$ cat config.mk
export PLATFORM = sky130hd
export DESIGN_NAME = gas_alarm_ctrl
export DESIGN_NICKNAME = d
export VERILOG_FILES = /design/src/rtl/gas_alarm_pkg.sv /design/src/rtl/alarm_blink_gen.sv /design/src/rtl/gas_alarm_ctrl.sv
export SDC_FILE = /design/constraint.sdc
export NUM_CORES = 1
export LEC_CHECK = 0
export ABC_CLOCK_PERIOD_IN_PS = 2900
export CORE_UTILIZATION = 45
export CTS_BUF_LIST = sky130_fd_sc_hd__clkbuf_8
export CTS_CLUSTER_SIZE = 24
export DETAILED_ROUTE_END_ITERATION = 8
export GPL_TIMING_DRIVEN = 0
export SYNTH_ARGS = -nofsm -noshare
export SYNTH_HDL_FRONTEND = slang
export SYNTH_HIERARCHICAL = 1
export SYNTH_SLANG_ARGS = --single-unit
$ cat constraint.sdc
create_clock -name clk -period 2.9 [get_ports clk]
set_clock_uncertainty 0.05 [all_clocks]
set_input_delay 0.87 -clock clk [delete_from_list [all_inputs] [get_ports clk]]
set_output_delay 0.87 -clock clk [all_outputs]
set_load 0.02 [all_outputs]
$ cat src/rtl/gas_alarm_pkg.sv
// Shared state encoding, default timing constants and small helpers for the gas alarm controller.
package gas_alarm_pkg;

    localparam logic [2:0] ST_IDLE     = 3'd0;
    localparam logic [2:0] ST_CONFIRM  = 3'd1;
    localparam logic [2:0] ST_ALARM    = 3'd2;
    localparam logic [2:0] ST_SILENCED = 3'd3;
    localparam logic [2:0] ST_CLEAR    = 3'd4;

    typedef enum logic [2:0] {
        S_IDLE     = ST_IDLE,
        S_CONFIRM  = ST_CONFIRM,
        S_ALARM    = ST_ALARM,
        S_SILENCED = ST_SILENCED,
        S_CLEAR    = ST_CLEAR
    } gas_state_e;

    localparam int unsigned DEF_CONFIRM_CYC = 25_000_000;
    localparam int unsigned DEF_CLEAR_CYC   = 100_000_000;
    localparam int unsigned DEF_BEEP_HALF   = 12_500_000;
    localparam int          DEF_CNT_W       = 8;

    function automatic logic state_is_active(input gas_state_e s);
        return (s == S_ALARM) || (s == S_SILENCED) || (s == S_CLEAR);
    endfunction

    // Bits needed to hold values 0..max_val, never less than one.
    function automatic int unsigned cnt_width(input int unsigned max_val);
        int unsigned w;
        w = $clog2(max_val + 1);
        return (w < 1) ? 1 : w;
    endfunction

endpackage

$ cat src/rtl/alarm_blink_gen.sv
// Free-running BEEP_HALF cycle divider; tgl_o pulses on the cycle the count wraps.
// Synchronous active-high reset; clr_i restarts the period, en_i advances it.
module alarm_blink_gen
    import gas_alarm_pkg::*;
#(
    parameter int unsigned BEEP_HALF = DEF_BEEP_HALF
) (
    input  logic clk,
    input  logic rst,
    input  logic clr_i,
    input  logic en_i,
    output logic tgl_o
);

    localparam int unsigned    CW   = cnt_width(BEEP_HALF - 1);
    localparam logic [CW-1:0]  LAST = CW'(BEEP_HALF - 1);

    logic [CW-1:0] cnt_q;
    logic [CW-1:0] cnt_d;
    logic          wrap;

    assign wrap  = (cnt_q == LAST);
    assign tgl_o = en_i & ~clr_i & wrap;

    always_comb begin
        cnt_d = cnt_q;
        if (clr_i) begin
            cnt_d = '0;
        end else if (en_i) begin
            cnt_d = wrap ? '0 : cnt_q + CW'(1);
        end
    end

    always_ff @(posedge clk) begin
        if (rst) begin
            cnt_q <= '0;
        end else begin
            cnt_q <= cnt_d;
        end
    end

endmodule

$ cat src/rtl/gas_alarm_ctrl.sv
// Gas alarm controller: confirm sustained detection, latch alarm, drive buzzer/LED, count events.
// Optional GAS_ALARM_LATCH_EN: alarm must be acknowledged before it is allowed to auto-clear.
module gas_alarm_ctrl
    import gas_alarm_pkg::*;
#(
    parameter int unsigned CONFIRM_CYC = DEF_CONFIRM_CYC,
    parameter int unsigned CLEAR_CYC   = DEF_CLEAR_CYC,
    parameter int unsigned BEEP_HALF   = DEF_BEEP_HALF,
    parameter int          CNT_W       = DEF_CNT_W
) (
    input  logic             clk,
    input  logic             rst,
    input  logic             gas_signal,
    input  logic             alarm_ack,
    output logic             alarm_active,
    output logic             alarm_pulse,
    output logic             buzzer,
    output logic             led,
    output logic [CNT_W-1:0] event_cnt
);

    localparam int unsigned       TMR_MAX   = (CONFIRM_CYC > CLEAR_CYC) ? CONFIRM_CYC : CLEAR_CYC;
    localparam int unsigned       TMR_W     = cnt_width(TMR_MAX);
    localparam logic [TMR_W-1:0]  CONF_LAST = TMR_W'(CONFIRM_CYC - 1);
    localparam logic [TMR_W-1:0]  CLR_LAST  = TMR_W'(CLEAR_CYC - 1);

    gas_state_e       state_q, state_d;
    logic [TMR_W-1:0] tmr_q, tmr_d;
    logic             confirm_hit;
    logic             state_chg;

    logic             phase_q, phase_d;
    logic             blink_en;
    logic             blink_tgl;

    logic             active_q, active_d;
    logic             pulse_q, pulse_d;
    logic             buzzer_q, buzzer_d;
    logic             led_q, led_d;
    logic [CNT_W-1:0] evt_q, evt_d;

    always_comb begin
        state_d     = state_q;
        tmr_d       = '0;
        confirm_hit = 1'b0;
        case (state_q)
            S_IDLE: begin
                if (gas_signal) begin
                    if (CONFIRM_CYC == 1) begin
                        state_d     = S_ALARM;
                        confirm_hit = 1'b1;
                    end else begin
                        state_d = S_CONFIRM;
                        tmr_d   = TMR_W'(1);
                    end
                end
            end
            S_CONFIRM: begin
                if (!gas_signal) begin
                    state_d = S_IDLE;
                end else if (tmr_q == CONF_LAST) begin
                    state_d     = S_ALARM;
                    confirm_hit = 1'b1;
                end else begin
                    tmr_d = tmr_q + TMR_W'(1);
                end
            end
            S_ALARM: begin
`ifdef GAS_ALARM_LATCH_EN
                if (alarm_ack) begin
                    state_d = S_SILENCED;
                end
`else
                // Gas going away outranks a same-cycle acknowledge.
                if (!gas_signal) begin
                    state_d = S_CLEAR;
                end else if (alarm_ack) begin
                    state_d = S_SILENCED;
                end
`endif
            end
            S_SILENCED: begin
                if (!gas_signal) begin
                    state_d = S_CLEAR;
                end
            end
            S_CLEAR: begin
                if (gas_signal) begin
`ifdef GAS_ALARM_LATCH_EN
                    state_d = S_SILENCED;
`else
                    state_d = S_ALARM;
`endif
                end else if (tmr_q == CLR_LAST) begin
                    state_d = S_IDLE;
                end else begin
                    tmr_d = tmr_q + TMR_W'(1);
                end
            end
            default: begin
                state_d = S_IDLE;
            end
        endcase
    end

    assign state_chg = (state_d != state_q);
    assign blink_en  = (state_q == S_ALARM) || (state_q == S_CLEAR);

    alarm_blink_gen #(
        .BEEP_HALF (BEEP_HALF)
    ) u_blink (
        .clk   (clk),
        .rst   (rst),
        .clr_i (state_chg),
        .en_i  (blink_en),
        .tgl_o (blink_tgl)
    );

    // Blink phase restarts on every state entry: high for ALARM, low for CLEAR.
    always_comb begin
        phase_d = phase_q;
        if (state_chg) begin
            phase_d = (state_d == S_ALARM);
        end else if (blink_tgl) begin
            phase_d = ~phase_q;
        end
    end

    always_comb begin
        active_d = state_is_active(state_d);
        pulse_d  = confirm_hit;
        buzzer_d = (state_d == S_ALARM) & phase_d;
        case (state_d)
            S_ALARM, S_CLEAR: led_d = phase_d;
            S_SILENCED:       led_d = 1'b1;
            default:          led_d = 1'b0;
        endcase
        evt_d = evt_q;
        if (confirm_hit && (evt_q != {CNT_W{1'b1}})) begin
            evt_d = evt_q + CNT_W'(1);
        end
    end

    always_ff @(posedge clk) begin
        if (rst) begin
            state_q  <= S_IDLE;
            tmr_q    <= '0;
            phase_q  <= 1'b0;
            active_q <= 1'b0;
            pulse_q  <= 1'b0;
            buzzer_q <= 1'b0;
            led_q    <= 1'b0;
            evt_q    <= '0;
        end else begin
            state_q  <= state_d;
            tmr_q    <= tmr_d;
            phase_q  <= phase_d;
            active_q <= active_d;
            pulse_q  <= pulse_d;
            buzzer_q <= buzzer_d;
            led_q    <= led_d;
            evt_q    <= evt_d;
        end
    end

    assign alarm_active = active_q;
    assign alarm_pulse  = pulse_q;
    assign buzzer       = buzzer_q;
    assign led          = led_q;
    assign event_cnt    = evt_q;

endmodule

==> flow_metrics.env <==
export IMPL_clk_path_buf_depth=2
export IMPL_synth_top_family_by_area="simple AND/OR/NAND/NOR gates"
export IMPL_nNetsFinal=419
export IMPL_dr_total_vias=2773
export IMPL_synth_nets=395
export IMPL_clkSinkCount=67
export IMPL_grt_max_degree=11
export IMPL_yosys_mux_area_fraction=0.00305
export IMPL_rsz0062_at_grt="no"
export IMPL_clk_pin_slew_ns=0.07
export IMPL_power_density_nw_per_um2=463
export IMPL_maxSlewViolCount=0
export IMPL_worstReg2RegEnd="buzzer"
export IMPL_antenna_found_initial=0
export IMPL_setup_violations=0
export IMPL_pwr_share_comb=0.025
export IMPL_hold_path_depth=2
export IMPL_synth_fa_ha_area_frac=0.0115
export IMPL_tns_ns=0
export IMPL_synth_seq_area_share=0.409
export IMPL_design_core_area_um2=6910
export IMPL_holdWs_ns=0.443
export IMPL_area_growth_pct=14.5
export IMPL_diodes=0
export IMPL_die_w_um=87.3
export IMPL_synthArstFlopShare=0
export IMPL_dr_pass1_iters=4
export IMPL_portBuffers=15
export IMPL_insertion_delay_ns=0.34
export IMPL_outcome="finished clean"
export IMPL_power_frac_clock=0.443
export IMPL_die_area_um2=7630
export IMPL_holdCritStartpoint="u_blink/cnt_q[23]"
export IMPL_numCtsBuffers=9
export IMPL_fin_crit_sh=0.915
export IMPL_synth_edf_count=0
export IMPL_netlist_instances=388
export IMPL_r2r_start="state_q[2]"
export IMPL_synth_compound_area_share=0.0809
export IMPL_drc=0
export IMPL_place_congestion=0.861
export IMPL_hold_violations=0
export IMPL_arrival_ns=2.84
export IMPL_die_h_um=87.3
export IMPL_synthFlopType="dfxtp_1"
export IMPL_end_kind="register"
export IMPL_pre_cts_ws_ns=-0.376
export IMPL_sequentialPowerShare=0.532
export IMPL_finalWirelength_mm=6.82
export IMPL_irDropWorstVdd_v=0.000277
export IMPL_routed_via_density=5.42
export IMPL_reg2reg_depth=10
export IMPL_first_iter_violations=167
export IMPL_p_sw_uw=368
export IMPL_intPower_mw=1.37
export IMPL_fillers=685
export IMPL_leakage_nw=1.18
export IMPL_initial_core_util=0.474
export IMPL_wl_per_cell_um=13.3
export IMPL_switching_share=0.212
export IMPL_critPathLaunchType="register"
export IMPL_min_to="u_blink/cnt_q[23]"
export IMPL_synth_xor_area_frac=0.123
export IMPL_timing_fmax_ghz=0.377
export IMPL_yosys_cell_types_count=51
export IMPL_tightestPinTransition_ns=0.705
export IMPL_fin_crit_ns=2.65
export IMPL_synth_seq_cells=67
export IMPL_grt_pass1_wl_mm=11.4
export IMPL_layout_setup_ws_ns=0.247
export IMPL_hold_path_class="reg2reg"
export IMPL_syn_mean_instance_area_um2=8.45
export IMPL_num_rows=30
export IMPL_grt_pass1_vias=2395
export IMPL_dp_hpwl_mm=4.78
export IMPL_grt_ovfl_total=0
export IMPL_synthesis_area_um2=3280
export IMPL_crit_fanout=9
export IMPL_rrSetupSlack_ns=0.25
export IMPL_required_ns=3.09
export IMPL_ios=16
export IMPL_postCtsHoldBufs=0
export IMPL_drive_above_1_share=0.0962
export IMPL_regArea_um2=1340
export IMPL_synth_warnings=6
export IMPL_cts_setup_buffers=0
export IMPL_synth_simple_gate_area_share=0.342
export IMPL_max_slew_margin=0.526
export IMPL_cts_htree_levels=3
export IMPL_detail_route_antenna_nets=0
export IMPL_gr_usage_all_layers=0.192
export IMPL_clock_tree_root_cell="clkbuf_8"
export IMPL_cap_violations=0
export IMPL_multi_input_area_um2=1850
export IMPL_cts_tree="built"
export IMPL_worstSetupPathType="reg2reg"
-- Yosys cell counts (4+ instances only) --
cell type / n / area [µm²]
and3_1: 5 / 31.3
o21ai_0: 13 / 65.1
inv_1: 7 / 26.3
clkbuf_1: 9 / 33.8
a21oi_1: 13 / 65.1
dfxtp_1: 67 / 1340
xor2_1: 21 / 184
nor2_1: 70 / 263
and4_1: 8 / 70.1
or2_2: 4 / 25.0
nand4_1: 16 / 100
buf_2: 5 / 25.0
nor3_1: 11 / 55.1
or3_1: 10 / 62.6
nand3_1: 27 / 135
nor4_1: 8 / 50.1
nand2_1: 20 / 75.1
xnor2_1: 25 / 219
-- power by group through the flow --
stage / logic [mW] / clock network [mW] / registers [mW]
2_1_floorplan: 0.0274 / 0 / 0.944
3_3_place_gp: 0.0415 / 0 / 0.945
3_5_place_dp: 0.0416 / 0 / 0.945
4_1_cts: 0.0420 / 0.794 / 0.924
5_1_grt: 0.0487 / 0.831 / 0.924
6_report: 0.0432 / 0.769 / 0.924
-- worst max path at each step --
stage,start,endpoint,slack (ns),cells past startpoint
floorplan,gas_signal,buzzer,0.39,8
global placement,gas_signal,buzzer,-0.37,9
detailed placement,gas_signal,buzzer,-0.38,9
CTS,state_q[1],u_blink/cnt_q[10],0.03,10
global route,state_q[2],buzzer,0.05,10
finish,state_q[2],buzzer,0.25,10
-- metrics by stage --
| step | total power [mW] | instance area [µm²] | utilization | instances |
|---|---|---|---|---|
| 4_1_cts | 1.76 | 3750 | 0.543 | 514 |
| 6_report | 1.74 | 3750 | 0.543 | 512 |
| 5_1_grt | 1.80 | 3750 | 0.543 | 512 |
| 3_5_place_dp | 0.987 | 3550 | 0.514 | 499 |
| 2_1_floorplan | 0.972 | 3280 | - | 388 |
| 3_3_place_gp | 0.987 | 3550 | 0.514 | 499 |
-- placed cells by master, fill, tap and decap left out, types with 3 or more instances in the layout --
cell type and n:
clkbuf_1 6, nor3_1 11, xnor2_1 25, clkbuf_8 11, clkdlybuf4s50_1 14, nand4_2 3, and3_1 5, nor4_1 8
o21ai_0 13, nor4b_1 3, inv_1 9, or3_1 10, xor2_1 21, nand2_1 20, nand4_1 16, nor2_1 70
and2_1 3, a21oi_1 13, ha_1 3, or2_2 4, nand3_1 27, dfxtp_1 66, and4_1 8, buf_2 5
-- cells by family after synthesis --
family | after synthesis
adders and majority gates | 3
AOI/OAI and AO/OA | 42
buffers and inverters | 23
DFF | 67
xor gates and xnor gates | 46
muxes | 1
and+or+nand+nor | 206
-- worst max-delay path: stages, from the launching register on --
cell and delay [ns]:
dfxtp_1 0.50, xnor2_1 0.11, nor2_1 0.09, buf_2 0.20, and4_1 0.20, clkbuf_1 0.26
nand3_1 0.19, nor3_1 0.21, xor2_1 0.17, nand4_1 0.19, a2111oi_2 0.38
-- layout make-up --
class	count	share of cell area
Timing Repair Buffer	15	0.0397
Buffer	14	0.0177
Tap cell	96	0.0320
Clock inverter	4	0.0113
Clock buffer	11	0.0404
Inverter	7	0.00700
Sequential cell	67	0.358
Multi-Input combinational cell	298	0.494
-- per-layer routing --
layer  vias to the layer above  track usage  share of wire
met3                         8       0.0427          0.025
met1                      1307        0.282           0.54
met4                         0       0.0671          0.013
met2                        32        0.273           0.42
li1                       1426            -              -
met5                         -            0              0
-- sequential cells by signal, summed over array words and instances, names as in the netlist --
register,count
state_q,3
u_blink/cnt_q,24
tmr_q,27
phase_q,1
led,1
buzzer,1
alarm_active,1
event_cnt,8
alarm_pulse,1
-- timing repair --
action | CTS | global route
resized for setup | 2 | 4
setup endpoints to repair | 1 | 21
endpoints found under the hold margin | 0 | 0
pin swaps | 0 | 0
Power figures use the tool's default switching activity.
